### config.mk
export PLATFORM = sky130hd
export DESIGN_NAME = mips_mem_arbiter
export DESIGN_NICKNAME = d
export VERILOG_FILES = /design/src/rtl/mips_mem_arbiter.sv
export SDC_FILE = /design/constraint.sdc
export NUM_CORES = 1
export LEC_CHECK = 0
export BUFFER_PORTS_ARGS = -buffer_cell sky130_fd_sc_hd__buf_2
export CAP_MARGIN = 10
export CORE_MARGIN = 2
export CORE_UTILIZATION = 40
export DETAILED_ROUTE_END_ITERATION = 6
export PLACE_DENSITY = 0.73
export SYNTH_ARGS = -nofsm -noshare
export SYNTH_HDL_FRONTEND = slang
export SYNTH_SLANG_ARGS = --single-unit
export TNS_END_PERCENT = 100
### constraint.sdc
create_clock -name clk -period 2.2 [get_ports clk]
set_input_delay 0.11 -clock clk [delete_from_list [all_inputs] [get_ports clk]]
set_output_delay 0.11 -clock clk [all_outputs]
set_load 0.005 [all_outputs]
### src/rtl/mips_mem_arbiter.sv
// rtl/mips_mem_arbiter.sv - fetch/data arbiter in front of a single shared memory port
module mips_mem_arbiter #(
    parameter int AW            = 9,
    parameter int DW            = 32,
    parameter int MAX_DM_STREAK = 4,
    parameter int TIMEOUT       = 16
) (
    input  logic          clk,
    input  logic          reset,
    input  logic          if_req,
    input  logic [AW-1:0] if_addr,
    output logic          if_ack,
    output logic [DW-1:0] if_rdata,
    input  logic          dm_req,
    input  logic          dm_we,
    input  logic [AW-1:0] dm_addr,
    input  logic [DW-1:0] dm_wdata,
    output logic          dm_ack,
    output logic [DW-1:0] dm_rdata,
    output logic          mem_req,
    output logic          mem_we,
    output logic [AW-1:0] mem_addr,
    output logic [DW-1:0] mem_wdata,
    input  logic          mem_ack,
    input  logic [DW-1:0] mem_rdata,
    output logic          err,
    output logic          busy
);

    localparam int WW = (TIMEOUT > 1) ? $clog2(TIMEOUT) : 1;
    localparam int SW = $clog2(MAX_DM_STREAK + 1);
    localparam logic [WW-1:0] WAIT_LAST  = WW'(TIMEOUT - 1);
    localparam logic [SW-1:0] STREAK_MAX = SW'(MAX_DM_STREAK);

    typedef enum logic [1:0] {
        IDLE    = 2'd0,
        BUSY_IF = 2'd1,
        BUSY_DM = 2'd2,
        RESP    = 2'd3
    } state_t;

    state_t        state, state_n;
    logic [SW-1:0] streak_cnt;
    logic [WW-1:0] wait_cnt;
    logic          grant_if, grant_dm, finish;

    // Data wins ties until it has starved a waiting fetch MAX_DM_STREAK times.
    always_comb begin
        state_n  = state;
        grant_if = 1'b0;
        grant_dm = 1'b0;
        finish   = 1'b0;
        case (state)
            IDLE: begin
                if (dm_req && (!if_req || streak_cnt != STREAK_MAX)) begin
                    grant_dm = 1'b1;
                    state_n  = BUSY_DM;
                end else if (if_req) begin
                    grant_if = 1'b1;
                    state_n  = BUSY_IF;
                end
            end
            BUSY_IF, BUSY_DM: begin
                if (mem_ack || wait_cnt == WAIT_LAST) begin
                    finish  = 1'b1;
                    state_n = RESP;
                end
            end
            RESP:    state_n = IDLE;
            default: state_n = IDLE;
        endcase
    end

    always_ff @(posedge clk or negedge reset) begin
        if (!reset) begin
            state <= IDLE;
        end else begin
            state <= state_n;
        end
    end

    assign busy = (state != IDLE);

    always_ff @(posedge clk or negedge reset) begin
        if (!reset) begin
            mem_req    <= 1'b0;
            mem_we     <= 1'b0;
            mem_addr   <= '0;
            mem_wdata  <= '0;
            if_ack     <= 1'b0;
            dm_ack     <= 1'b0;
            err        <= 1'b0;
            if_rdata   <= '0;
            dm_rdata   <= '0;
            streak_cnt <= '0;
            wait_cnt   <= '0;
        end else begin
            // Acks and err are high only for the single RESP cycle.
            if_ack <= 1'b0;
            dm_ack <= 1'b0;
            err    <= 1'b0;
            if (grant_if) begin
                mem_req    <= 1'b1;
                mem_we     <= 1'b0;
                mem_addr   <= if_addr;
                mem_wdata  <= '0;
                streak_cnt <= '0;
                wait_cnt   <= '0;
            end else if (grant_dm) begin
                mem_req   <= 1'b1;
                mem_we    <= dm_we;
                mem_addr  <= dm_addr;
                mem_wdata <= dm_wdata;
                wait_cnt  <= '0;
                if (!if_req) begin
                    streak_cnt <= '0;
                end else if (streak_cnt != STREAK_MAX) begin
                    streak_cnt <= streak_cnt + SW'(1);
                end
            end else if (finish) begin
                mem_req  <= 1'b0;
                wait_cnt <= '0;
                err      <= !mem_ack;
                if (state == BUSY_IF) begin
                    if_ack   <= 1'b1;
                    if_rdata <= mem_ack ? mem_rdata : '0;
                end else begin
                    dm_ack   <= 1'b1;
                    dm_rdata <= (mem_ack && !mem_we) ? mem_rdata : '0;
                end
            end else if (state == BUSY_IF || state == BUSY_DM) begin
                wait_cnt <= wait_cnt + WW'(1);
            end
        end
    end

endmodule

==> metrics, run 1 <==
share of synthesized cell area in full adder, half adder and majority cells 0.0123; critical path capture point type flip-flop; TritonCTS clock tree built; #FFs+latches synth 119; multi-input combinational cell area 1700 µm²; final setup violation count 0; share of the synthesized netlist area taken by xor and xnor gates 0.00173; complex-gate fraction of the synthesized area 0.102; CTS max path bufs 2; Max IR drop VDD 0.695 mV; number of antenna violations at the first check in global routing 0; Worst Path Arrival roughly 2.4 ns; mapped cell area 5070 µm²; initial DRC count 280; ANT nets after route 0; commonest cells after routing, fill and taps aside 197 x sky130_fd_sc_hd__buf_2, 119 x sky130_fd_sc_hd__dfrtp_1, 84 x sky130_fd_sc_hd__dlygate4sd3_1, 71 x sky130_fd_sc_hd__nand2_1, 70 x sky130_fd_sc_hd__inv_1; kind of critical path reg2reg; worst r2r src state[1]$_DFFE_PN0P_; dominant combinational cell family by area after synthesis multiplexers; port buffer count 198; setup TNS after final layout 0 ns; total iterations of the first detailed-routing run 4; Hold Crit Start dm_req; sort of element at the start of the critical path flip-flop; setup repair after global routing missed its margin false; number of warnings issued by yosys 0; total half-perimeter wirelength after legalization and detailed placement 8.75 mm; post-DR wirelength/cell around 15 µm; Max-slew headroom 0.640; share of cells above drive strength 1 0.334; max capacitance violation total 0; boundary pin count roughly 200; status completed; maximum number of pins on one net before global-route repair 65; Overall Global Routing Usage 0.211; initial cell density of the core 0.405; # diodes 0; number of buffers inserted by post-CTS setup repair 0; number of distinct library cells after synthesis 35; share of synthesized area spent on multiplexers 0.126; total leakage power 3.95 nW; drt total wl 14.1 mm; floorplan die area 13600 µm²; CTS buffer count 17; clock input transition at the sequential cells of the worst setup and hold paths 0.05 ns; Post-Synthesis Net Count 533; H-tree levels 4; Core ar. around 13000 µm²; Reg area 2980 µm²; standard-cell rows 41; slew at the pin with the worst max-slew slack between 0.5 and 0.6 ns; power after layout roughly 11 mW; switching power as a share of total power 0.316; synthesized area per cell 11.5 µm²; number of cells produced by synthesis 440; Filler Cell Count 972; Die Wd 117 µm; last weighted congestion value of the routability-driven placer 0.810; sequential fraction of the synthesis area 0.587; worst hold-check path type in2reg; ratio of final minimum period to clock period 0.963; synth-to-layout area growth 53.5%; wire length of the first global-routing pass 21.7 mm; critical path startpoint state[1]$_DFFE_PN0P_; Achievable Freq between 400 and 500 MHz; Nets 820; final worst clock skew 0.00836 ns; Combinational Power Share 0.354; routed vias about 4300; TritonCTS sink count 119; residual DRC count 0; cell at the root of the clock tree sky130_fd_sc_hd__clkbuf_16; cell internal pwr 7.26 mW; Pins Over Slew Limit 0; switching component of the power 3.35 mW; Fin Hold WS 0.0434 ns; simple-gate share of the synthesized area 0.0863; Clock power frac 0.295; Die Y-Extent approximately 120 µm; clock latency on the worst-skew pair 0.42 ns; via count of the first global-routing pass ~4400; highest fanout seen on the critical path 13; leading cell type in the layout, fill and taps excluded sky130_fd_sc_hd__buf_2; Cell Pwr Density 1360 nW/µm²; leftover overflow at the end of global routing 0; detailed-route vias per instance roughly 4.7; Reg power frac 0.351; post-layout minimum cycle time between 2 and 2.5 ns; data required time at the worst endpoint between 2 and 2.5 ns; count of endpoints failing hold in the final timing report 0
-- power by group through the flow --
| stage | sequential [mW] | combinational (mW) | clock, mW |
|---|---|---|---|
| after CTS | 3.70 | 3.73 | 3.20 |
| after detailed placement | 3.70 | 3.48 | 0 |
| after floorplan | 3.74 | 1.91 | 0 |
| after global placement | 3.69 | 3.34 | 0 |
| after global routing | 3.82 | 4.18 | 3.30 |
| final | 3.72 | 3.75 | 3.13 |
-- cell families (layout without fill, tap and decap cells) --
kind of cell	after synthesis	after routing
xor+xnor	1	1
simple gates	96	96
flops	119	119
compound gates	60	60
fa+ha+maj	5	5
buf+inv	95	394
mux	64	64
-- critical path, stage by stage, from the launching register on --
cell and delay [ns]:
sky130_fd_sc_hd__dfrtp_1 0.35, sky130_fd_sc_hd__inv_1 0.11, sky130_fd_sc_hd__ha_2 0.28, sky130_fd_sc_hd__o21ai_2 0.20
sky130_fd_sc_hd__and2_1 0.22, sky130_fd_sc_hd__a221o_1 0.27, sky130_fd_sc_hd__dlygate4sd3_1 0.57
-- final timing paths --
path,endpoint,slack [ns],cells after the start
hold reg to reg,mem_req$_DFFE_PN0P_,0.47,1
hold / removal,streak_cnt[2]$_DFFE_PN0P_,0.04,2
max in group asynchronous,mem_addr[3]$_DFFE_PN0P_,1.28,3
min in group asynchronous,if_rdata[17]$_DFFE_PN0P_,0.21,2
setup / recovery,mem_addr[0]$_DFFE_PN0P_,0.08,6
setup reg to reg,mem_addr[0]$_DFFE_PN0P_,0.08,6
-- repair_timing --
item | CTS | global route
gates resized for setup | 0 | 2
hold buffers | 84 | 0
endpoints found under the hold margin | 143 | 0
endpoints found under the setup margin | 0 | 9
-- area by class of cell --
type / count / share of cell area
Clock buffer: 19 / 0.0569
Sequential cell: 119 / 0.383
Inverter: 70 / 0.0338
Timing Repair Buffer: 293 / 0.253
Multi-Input combinational cell: 226 / 0.218
Clock inverter: 12 / 0.0288
Tap cell: 172 / 0.0276
-- flip-flops by register name, indices dropped and copies added (netlist names) --
name and flops:
dm_ack 1, dm_rdata 32, err 1, if_ack 1, if_rdata 32, mem_addr 9
mem_req 1, mem_wdata 32, mem_we 1, state 2, streak_cnt 3, wait_cnt 4
-- layer usage --
layer | vias up | GRT usage | share of wire
li1 | 2031 | - | -
met1 | 2078 | 0.253 | 0.42
met2 | 180 | 0.359 | 0.49
met3 | 20 | 0.0669 | 0.072
met4 | 0 | 0.0776 | 0.015
met5 | - | 0 | 0
-- cells in the mapped netlist --
cell | instances | area share
sky130_fd_sc_hd__dfrtp_1 | 119 | 0.59
sky130_fd_sc_hd__nand2_1 | 71 | 0.053
sky130_fd_sc_hd__inv_1 | 70 | 0.052
sky130_fd_sc_hd__mux2i_1 | 64 | 0.13
sky130_fd_sc_hd__a22o_1 | 35 | 0.060
sky130_fd_sc_hd__a221o_1 | 9 | 0.018
sky130_fd_sc_hd__and2_1 | 9 | 0.011
sky130_fd_sc_hd__clkbuf_1 | 9 | 0.0067
sky130_fd_sc_hd__buf_2 | 8 | 0.0079
sky130_fd_sc_hd__buf_6 | 8 | 0.018
sky130_fd_sc_hd__ha_1 | 5 | 0.012
sky130_fd_sc_hd__nor2_1 | 4 | 0.0030
sky130_fd_sc_hd__a21oi_1 | 2 | 0.0020
sky130_fd_sc_hd__a32o_1 | 2 | 0.0039
sky130_fd_sc_hd__nand2b_1 | 2 | 0.0025
sky130_fd_sc_hd__nand3b_1 | 2 | 0.0030
sky130_fd_sc_hd__nor2b_1 | 2 | 0.0025
sky130_fd_sc_hd__o22ai_1 | 2 | 0.0025
sky130_fd_sc_hd__a21boi_1 | 1 | 0.0015
sky130_fd_sc_hd__a21o_1 | 1 | 0.0015
sky130_fd_sc_hd__a222oi_1 | 1 | 0.0020
sky130_fd_sc_hd__a31o_1 | 1 | 0.0017
sky130_fd_sc_hd__a31oi_1 | 1 | 0.0012
sky130_fd_sc_hd__a31oi_2 | 1 | 0.0025
sky130_fd_sc_hd__a32oi_1 | 1 | 0.0017
sky130_fd_sc_hd__and3_1 | 1 | 0.0012
sky130_fd_sc_hd__nand3_1 | 1 | 0.00099
sky130_fd_sc_hd__nand4_1 | 1 | 0.0012
sky130_fd_sc_hd__nor3_1 | 1 | 0.00099
sky130_fd_sc_hd__nor3_4 | 1 | 0.0032
sky130_fd_sc_hd__nor4_4 | 1 | 0.0042
sky130_fd_sc_hd__o21a_1 | 1 | 0.0015
sky130_fd_sc_hd__o21ai_0 | 1 | 0.00099
sky130_fd_sc_hd__o21ai_1 | 1 | 0.00099
sky130_fd_sc_hd__xnor2_1 | 1 | 0.0017
-- metrics by stage --
step / cell area [µm²] / worst slack (ns) / utilization / instances
5_1_grt: 7780 / 0.000260 / 0.622 / 911
3_5_place_dp: 6270 / 0.316 / 0.501 / 796
3_3_place_gp: 6270 / 0.429 / 0.501 / 796
2_1_floorplan: 5070 / 0.400 / - / 440
4_1_cts: 7780 / 0.0262 / 0.621 / 911
6_report: 7780 / 0.0811 / 0.622 / 911
(Power assumes the default switching activity.)
==> run 2: changes to the inputs <==
--- a/config.mk
+++ b/config.mk
@@ -5,12 +5,14 @@
 export SDC_FILE = /design/constraint.sdc
 export NUM_CORES = 1
 export LEC_CHECK = 0
+export ABC_AREA = 1
 export BUFFER_PORTS_ARGS = -buffer_cell sky130_fd_sc_hd__buf_2
 export CAP_MARGIN = 10
 export CORE_MARGIN = 2
 export CORE_UTILIZATION = 40
+export CTS_BUF_LIST = sky130_fd_sc_hd__clkbuf_16
 export DETAILED_ROUTE_END_ITERATION = 6
-export PLACE_DENSITY = 0.73
+export PLACE_DENSITY = 0.72
 export SYNTH_ARGS = -nofsm -noshare
 export SYNTH_HDL_FRONTEND = slang
 export SYNTH_SLANG_ARGS = --single-unit
==> metrics, run 2 <==
initial cell density of the core 0.413; total half-perimeter wirelength after legalization and detailed placement 10.1 mm; wire length of the first global-routing pass 26.1 mm; post-layout minimum cycle time 2.07 ns; leading cell type in the layout, fill and taps excluded sky130_fd_sc_hd__nand2_1; CTS buffer count 17; Regs by FF count dm_rdata (32), if_rdata (32), mem_wdata (32); max capacitance violation total 0; Pins Over Slew Limit 0; mapped cell area 5530 µm²; share of cells above drive strength 1 0.269; residual DRC count 0; top-count cell post-synth sky130_fd_sc_hd__nand2_1; dominant combinational cell family by area after synthesis simple AND/OR/NAND/NOR gates; cell internal pwr approximately 6.6 mW; Clock power frac 0.255; total iterations of the first detailed-routing run 4; post-DR wirelength/cell 14.3 µm; Worst Path Arrival 2.41 ns; total leakage power 4.73 nW; cell type with the largest total area after synthesis sky130_fd_sc_hd__dfrtp_1; TritonCTS clock tree built; clock latency on the worst-skew pair just over 0.4 ns; cell area after placement 6680 µm²; number of antenna violations at the first check in global routing 0; standard-cell rows 42; Post-Synthesis Net Count 785; sort of element at the start of the critical path flip-flop; synthesized area per cell 8.00 µm²; top cell types by occurrence after synthesis 295 x sky130_fd_sc_hd__nand2_1, 119 x sky130_fd_sc_hd__dfrtp_1, 82 x sky130_fd_sc_hd__inv_1, 65 x sky130_fd_sc_hd__nand4_1, 36 x sky130_fd_sc_hd__nor2_1; ANT nets after route 0; leftover overflow at the end of global routing 0; Die Wd 122 µm; Finished Core Util 0.583; Cell Pwr Density 1360 nW/µm²; detailed-route vias per instance 4.84; simple-gate share of the synthesized area 0.327; Fin Hold WS 0.0468 ns; #FFs+latches synth 119; share of the synthesized netlist area taken by xor and xnor gates 0.00158; initial DRC count ~430; Overall Global Routing Usage 0.225; H-tree levels 4; final setup violation count 0; Max IR drop VDD 0.778 mV; boundary pin count 199; slew at the pin with the worst max-slew slack 0.477 ns; count of endpoints failing hold in the final timing report 0; last weighted congestion value of the routability-driven placer 0.800; data required time at the worst endpoint between 2 and 3 ns; switching power as a share of total power 0.373; Max-slew headroom 0.682; complex-gate fraction of the synthesized area 0.0183; status completed; area fraction of the dominant cell type after synthesis 0.538; share of flip-flops with an asynchronous set or reset 1.00; commonest cells after routing, fill and taps aside 295 x sky130_fd_sc_hd__nand2_1, 197 x sky130_fd_sc_hd__buf_2, 119 x sky130_fd_sc_hd__dfrtp_1, 83 x sky130_fd_sc_hd__inv_1, 65 x sky130_fd_sc_hd__nand4_1; critical path startpoint state[1]$_DFFE_PN0P_; final worst clock skew 0.00942 ns; Core ar. about 13000 µm²; sequential fraction of the synthesis area 0.538; critical path capture point type flip-flop; # diodes 0; maximum number of pins on one net before global-route repair 49; Primary FF master, synth sky130_fd_sc_hd__dfrtp_1; drt total wl 16.0 mm; setup TNS after final layout 0 ns; power after layout 10.6 mW; worst r2r src state[1]$_DFFE_PN0P_; Die Y-Extent 122 µm; highest fanout seen on the critical path 22; Reg power frac 0.354; port buffer count 198; number of flops mapped to enable cells by yosys 0; TritonCTS sink count 119; Nets 1029; Hold Crit Start mem_rdata[7]; kind of critical path reg2reg; cell at the root of the clock tree sky130_fd_sc_hd__clkbuf_16; share of synthesized cell area in full adder, half adder and majority cells 0.0113; share of synthesized area spent on multiplexers 0; Achievable Freq 483 MHz; routed vias 5424; number of distinct library cells after synthesis 21; synth-to-layout area growth 41.1%; Combinational Power Share 0.392; number of warnings issued by yosys 0; leading cell types by total area after synthesis sky130_fd_sc_hd__dfrtp_1 54%, sky130_fd_sc_hd__nand2_1 20%, sky130_fd_sc_hd__nand4_1 7.3%; setup repair after global routing missed its margin false; clock input transition at the sequential cells of the worst setup and hold paths 0.05 ns; worst hold-check path type in2reg; via count of the first global-routing pass 5243; switching component of the power 3.95 mW; final non-filler cell area 7810 µm²; CTS max path bufs 2; ratio of final minimum period to clock period 0.941; floorplan die area 14800 µm²; number of cells produced by synthesis 692
==> run 2: changes by cell type after synthesis, sizes merged, moves of 9 or more <==
| cell | previous run | this run |
|---|---|---|
| and2 | 9 | 0 |
| nand2 | 71 | 295 |
| a221o | 9 | 0 |
| nor2 | 4 | 37 |
| nand4 | 1 | 65 |
| a22o | 35 | 0 |
| inv | 70 | 83 |
| mux2i | 64 | 0 |
| nand3 | 1 | 27 |
| buf | 16 | 37 |
==> run 2: path summary, 6_finish.rpt <==
path / slack [ns] / cells after the start / end
worst max-delay path: 0.13 / 9 / mem_addr[5]$_DFFE_PN0P_
worst min-delay path: 0.05 / 5 / dm_rdata[7]$_DFFE_PN0P_
worst max register to register: 0.13 / 9 / mem_addr[5]$_DFFE_PN0P_
worst min register to register: 0.46 / 2 / dm_rdata[28]$_DFFE_PN0P_
max in group asynchronous: 1.40 / 3 / dm_rdata[6]$_DFFE_PN0P_
min in group asynchronous: 0.20 / 2 / dm_rdata[30]$_DFFE_PN0P_
==> run 2: cell families after synthesis <==
group	after synthesis
compound gates	15
xor+xnor	1
fa+ha+maj	5
simple gates	424
buf+inv	128
flops	119
==> run 2: repair_timing <==
action	CTS	global route
resized for setup	0	2
hold buffers	52	0
setup endpoints to repair	0	9
buffers inserted	0	2
hold endpoints to repair	74	0
==> run 2: power by group through the flow <==
| stage | clock [mW] | combinational (mW) | sequential [mW] |
|---|---|---|---|
| 6_report | 2.70 | 4.15 | 3.75 |
| 2_1_floorplan | 0 | 2.17 | 3.78 |
| 3_3_place_gp | 0 | 3.78 | 3.75 |
| 4_1_cts | 2.75 | 4.07 | 3.73 |
| 3_5_place_dp | 0 | 3.87 | 3.73 |
| 5_1_grt | 2.86 | 4.68 | 3.86 |
==> run 2: worst max-delay path: stages, from the launching register on <==
cell                            delay [ns]
sky130_fd_sc_hd__dfrtp_1              0.38
sky130_fd_sc_hd__inv_1                0.09
sky130_fd_sc_hd__ha_2                 0.22
sky130_fd_sc_hd__buf_6                0.17
sky130_fd_sc_hd__inv_1                0.09
sky130_fd_sc_hd__nor2_4               0.13
sky130_fd_sc_hd__buf_12               0.18
sky130_fd_sc_hd__nand2_1              0.06
sky130_fd_sc_hd__nand3_1              0.09
sky130_fd_sc_hd__dlygate4sd3_1        0.58
==> run 2: per-stage QoR <==
| step | instances | setup slack, ns |
|---|---|---|
| after floorplan | 692 | 0.721 |
| after global placement | 1038 | 0.571 |
| after detailed placement | 1038 | 0.478 |
| after CTS | 1118 | 0.0470 |
| after global routing | 1121 | 0.0408 |
| final | 1121 | 0.130 |
==> run 2: final cells by class <==
class                      count  area (µm²)
clock inverter                11         138
tap                          176         220
sequential                   119        2980
timing repair buffer         270        1750
inverter                      83         312
clock buffer                  17         425
multi-input combinational    445        1990
fill                        1180        5590
==> run 2: metal layers <==
layer  up-vias  global-route usage  share of wire
met1      2538               0.297           0.44
met3        21              0.0618          0.080
met2       225               0.361           0.47
met4         0              0.0740          0.014
met5         -                   0              0
li1       2640                   -              -
==> run 3: changes to the inputs <==
--- a/config.mk
+++ b/config.mk
@@ -10,8 +10,9 @@
 export CAP_MARGIN = 10
 export CORE_MARGIN = 2
 export CORE_UTILIZATION = 40
-export CTS_BUF_LIST = sky130_fd_sc_hd__clkbuf_16
+export CTS_BUF_LIST = sky130_fd_sc_hd__clkbuf_8
 export DETAILED_ROUTE_END_ITERATION = 6
+export GPL_TIMING_DRIVEN = 1
 export PLACE_DENSITY = 0.72
 export SYNTH_ARGS = -nofsm -noshare
 export SYNTH_HDL_FRONTEND = slang
==> metrics, run 3 (synthesized netlist as in run 2, its figures left out) <==
Max-slew headroom 0.680; Die Wd 122 µm; Core ar. 13400 µm²; initial DRC count about 470; Critical Path, Cell by Cell inv_1 > ha_2 > buf_6 > inv_1 > nor2_4 > buf_12 > nand2_1 > nand3_1 > dlygate4sd3_1; Hold Crit Start mem_rdata[27]; Worst path most repeated cell sky130_fd_sc_hd__inv_1; TritonCTS clock tree built; ratio of final minimum period to clock period 0.945; Overall Global Routing Usage 0.225; slew at the pin with the worst max-slew slack 0.481 ns; cell at the root of the clock tree sky130_fd_sc_hd__clkbuf_8; leading cell type in the layout, fill and taps excluded sky130_fd_sc_hd__nand2_1; met1 WL 6.98 mm; synth-to-layout area growth 39.4%; H-tree levels 4; Achievable Freq slightly below 500 MHz; final non-filler cell area slightly below 8000 µm²; final worst clock skew 0.0131 ns; wire length of the first global-routing pass 26.2 mm; boundary pin count 199; port buffer count 198; Fin Hold WS 0.0320 ns; kind of critical path reg2reg; hold endpoint dm_rdata[27]$_DFFE_PN0P_; post-layout minimum cycle time 2.08 ns; Die Y-Extent approximately 120 µm; worst r2r src state[1]$_DFFE_PN0P_; sort of element at the start of the critical path flip-flop; Critical Path Max Stage Delay 0.58 ns; CTS max path bufs 2; share of cells above drive strength 1 0.266; total met3 wirelength after detailed routing 1.40 mm; number of cells on the worst reg-to-reg path 9; count of endpoints failing hold in the final timing report 0; detailed-route vias per instance 4.82; number of antenna violations at the first check in global routing 0; last weighted congestion value of the routability-driven placer 0.800; initial cell density of the core 0.413; total leakage power 4.68 nW; routed wire length on met2 7.47 mm; Max IR drop VDD 0.588 mV; standard-cell rows 42; status completed; Slowest cell on crit path sky130_fd_sc_hd__dlygate4sd3_1; routed vias 5452; setup TNS after final layout 0 ns; drt total wl between 15 and 20 mm; ANT nets after route 0; total iterations of the first detailed-routing run 5; floorplan die area 14800 µm²; power after layout ~10 mW; setup repair after global routing missed its margin false; worst-case register-to-register setup slack roughly 0.12 ns; CTS buffer count 17; TritonCTS sink count 119; final setup violation count 0; Nets 1039; Regs by FF count dm_rdata (32), if_rdata (32), mem_wdata (32); Pins Over Slew Limit 0; cell area after placement 6680 µm²; commonest cells after routing, fill and taps aside 295 x sky130_fd_sc_hd__nand2_1, 197 x sky130_fd_sc_hd__buf_2, 119 x sky130_fd_sc_hd__dfrtp_1, 83 x sky130_fd_sc_hd__inv_1, 65 x sky130_fd_sc_hd__nand4_1; via count of the first global-routing pass 5340; leftover overflow at the end of global routing 0; Cell Pwr Density 1280 nW/µm²; cell type group with the largest total delay on the critical path buffers and inverters; clock input transition at the sequential cells of the worst setup and hold paths 0.07 ns; Crit. path cell count 9; total half-perimeter wirelength after legalization and detailed placement 10.1 mm; data required time at the worst endpoint 2.55 ns; clock latency on the worst-skew pair around 0.43 ns; highest metal layer with signal wires met4; worst hold-check path type in2reg; critical path capture point type flip-flop; Critical path buffers and inverters 5; Worst Path Arrival 2.43 ns; WHS Path Cells 5; max capacitance violation total 0; residual DRC count 0; highest fanout seen on the critical path 22; endpoint of the most critical register-to-register path mem_addr[5]$_DFFE_PN0P_; maximum number of pins on one net before global-route repair 49; critical path startpoint state[1]$_DFFE_PN0P_; # diodes 0; post-DR wirelength/cell 14.2 µm
run 3: cell types whose count changed in the layout (fill, tap and decap cells not counted):
cell | before | now
sky130_fd_sc_hd__clkbuf_16 | 18 | 1
sky130_fd_sc_hd__clkbuf_8 | 0 | 17
sky130_fd_sc_hd__dlygate4sd3_1 | 52 | 62
run 3: what timing repair did:
item                                    4_1_cts  5_1_grt
resized for setup                             0        2
hold buffers                                 62        0
endpoints found under the setup margin        0        9
hold endpoints to repair                     85        0
setup buffers                                 0        2
run 3: area by class of cell:
class	instances	area, µm²
Inverter	83	312
Sequential cell	119	2980
Fill cell	1197	5690
Multi-Input combinational cell	445	1990
Clock inverter	11	138
Clock buffer	17	234
Tap cell	176	220
Timing Repair Buffer	280	1850
run 3: report_power, final:
group | internal [mW] | switching, mW | leakage, nW
combinational | 1.74 | 2.44 | 2.94
clock | 1.08 | 0.860 | 0.190
sequential | 3.18 | 0.563 | 1.56
total | 5.99 | 3.86 | 4.68
run 3: worst max-delay path by stage:
stage / slack (ns) / end
final: 0.12 / mem_addr[5]$_DFFE_PN0P_
after global routing: 0.03 / mem_addr[5]$_DFFE_PN0P_
after CTS: 0.04 / mem_addr[7]$_DFFE_PN0P_
after detailed placement: 0.48 / if_rdata[20]$_DFFE_PN0P_
after global placement: 0.57 / if_rdata[14]$_DFFE_PN0P_
after floorplan: 0.72 / if_rdata[0]$_DFFE_PN0P_
run 3: worst min-delay path, cell delays in order:
cell and delay, ns:
sky130_fd_sc_hd__buf_2 0.12, sky130_fd_sc_hd__inv_1 0.05, sky130_fd_sc_hd__nor2_1 0.03, sky130_fd_sc_hd__nand4_1 0.07, sky130_fd_sc_hd__nand2_1 0.05
run 3: stage by stage:
stage,std cells,setup WS [ns],utilization
floorplan,692,0.721,-
global placement,1038,0.571,0.498
detailed placement,1038,0.478,0.498
CTS,1128,0.0439,0.572
global route,1131,0.0315,0.576
finish,1131,0.122,0.576
run 3: metal layers:
| metal | GRT usage | up-vias |
|---|---|---|
| li1 | - | 2660 |
| met1 | 0.298 | 2514 |
| met3 | 0.0674 | 21 |
| met4 | 0.0668 | 0 |
| met5 | 0 | - |
| met2 | 0.358 | 257 |
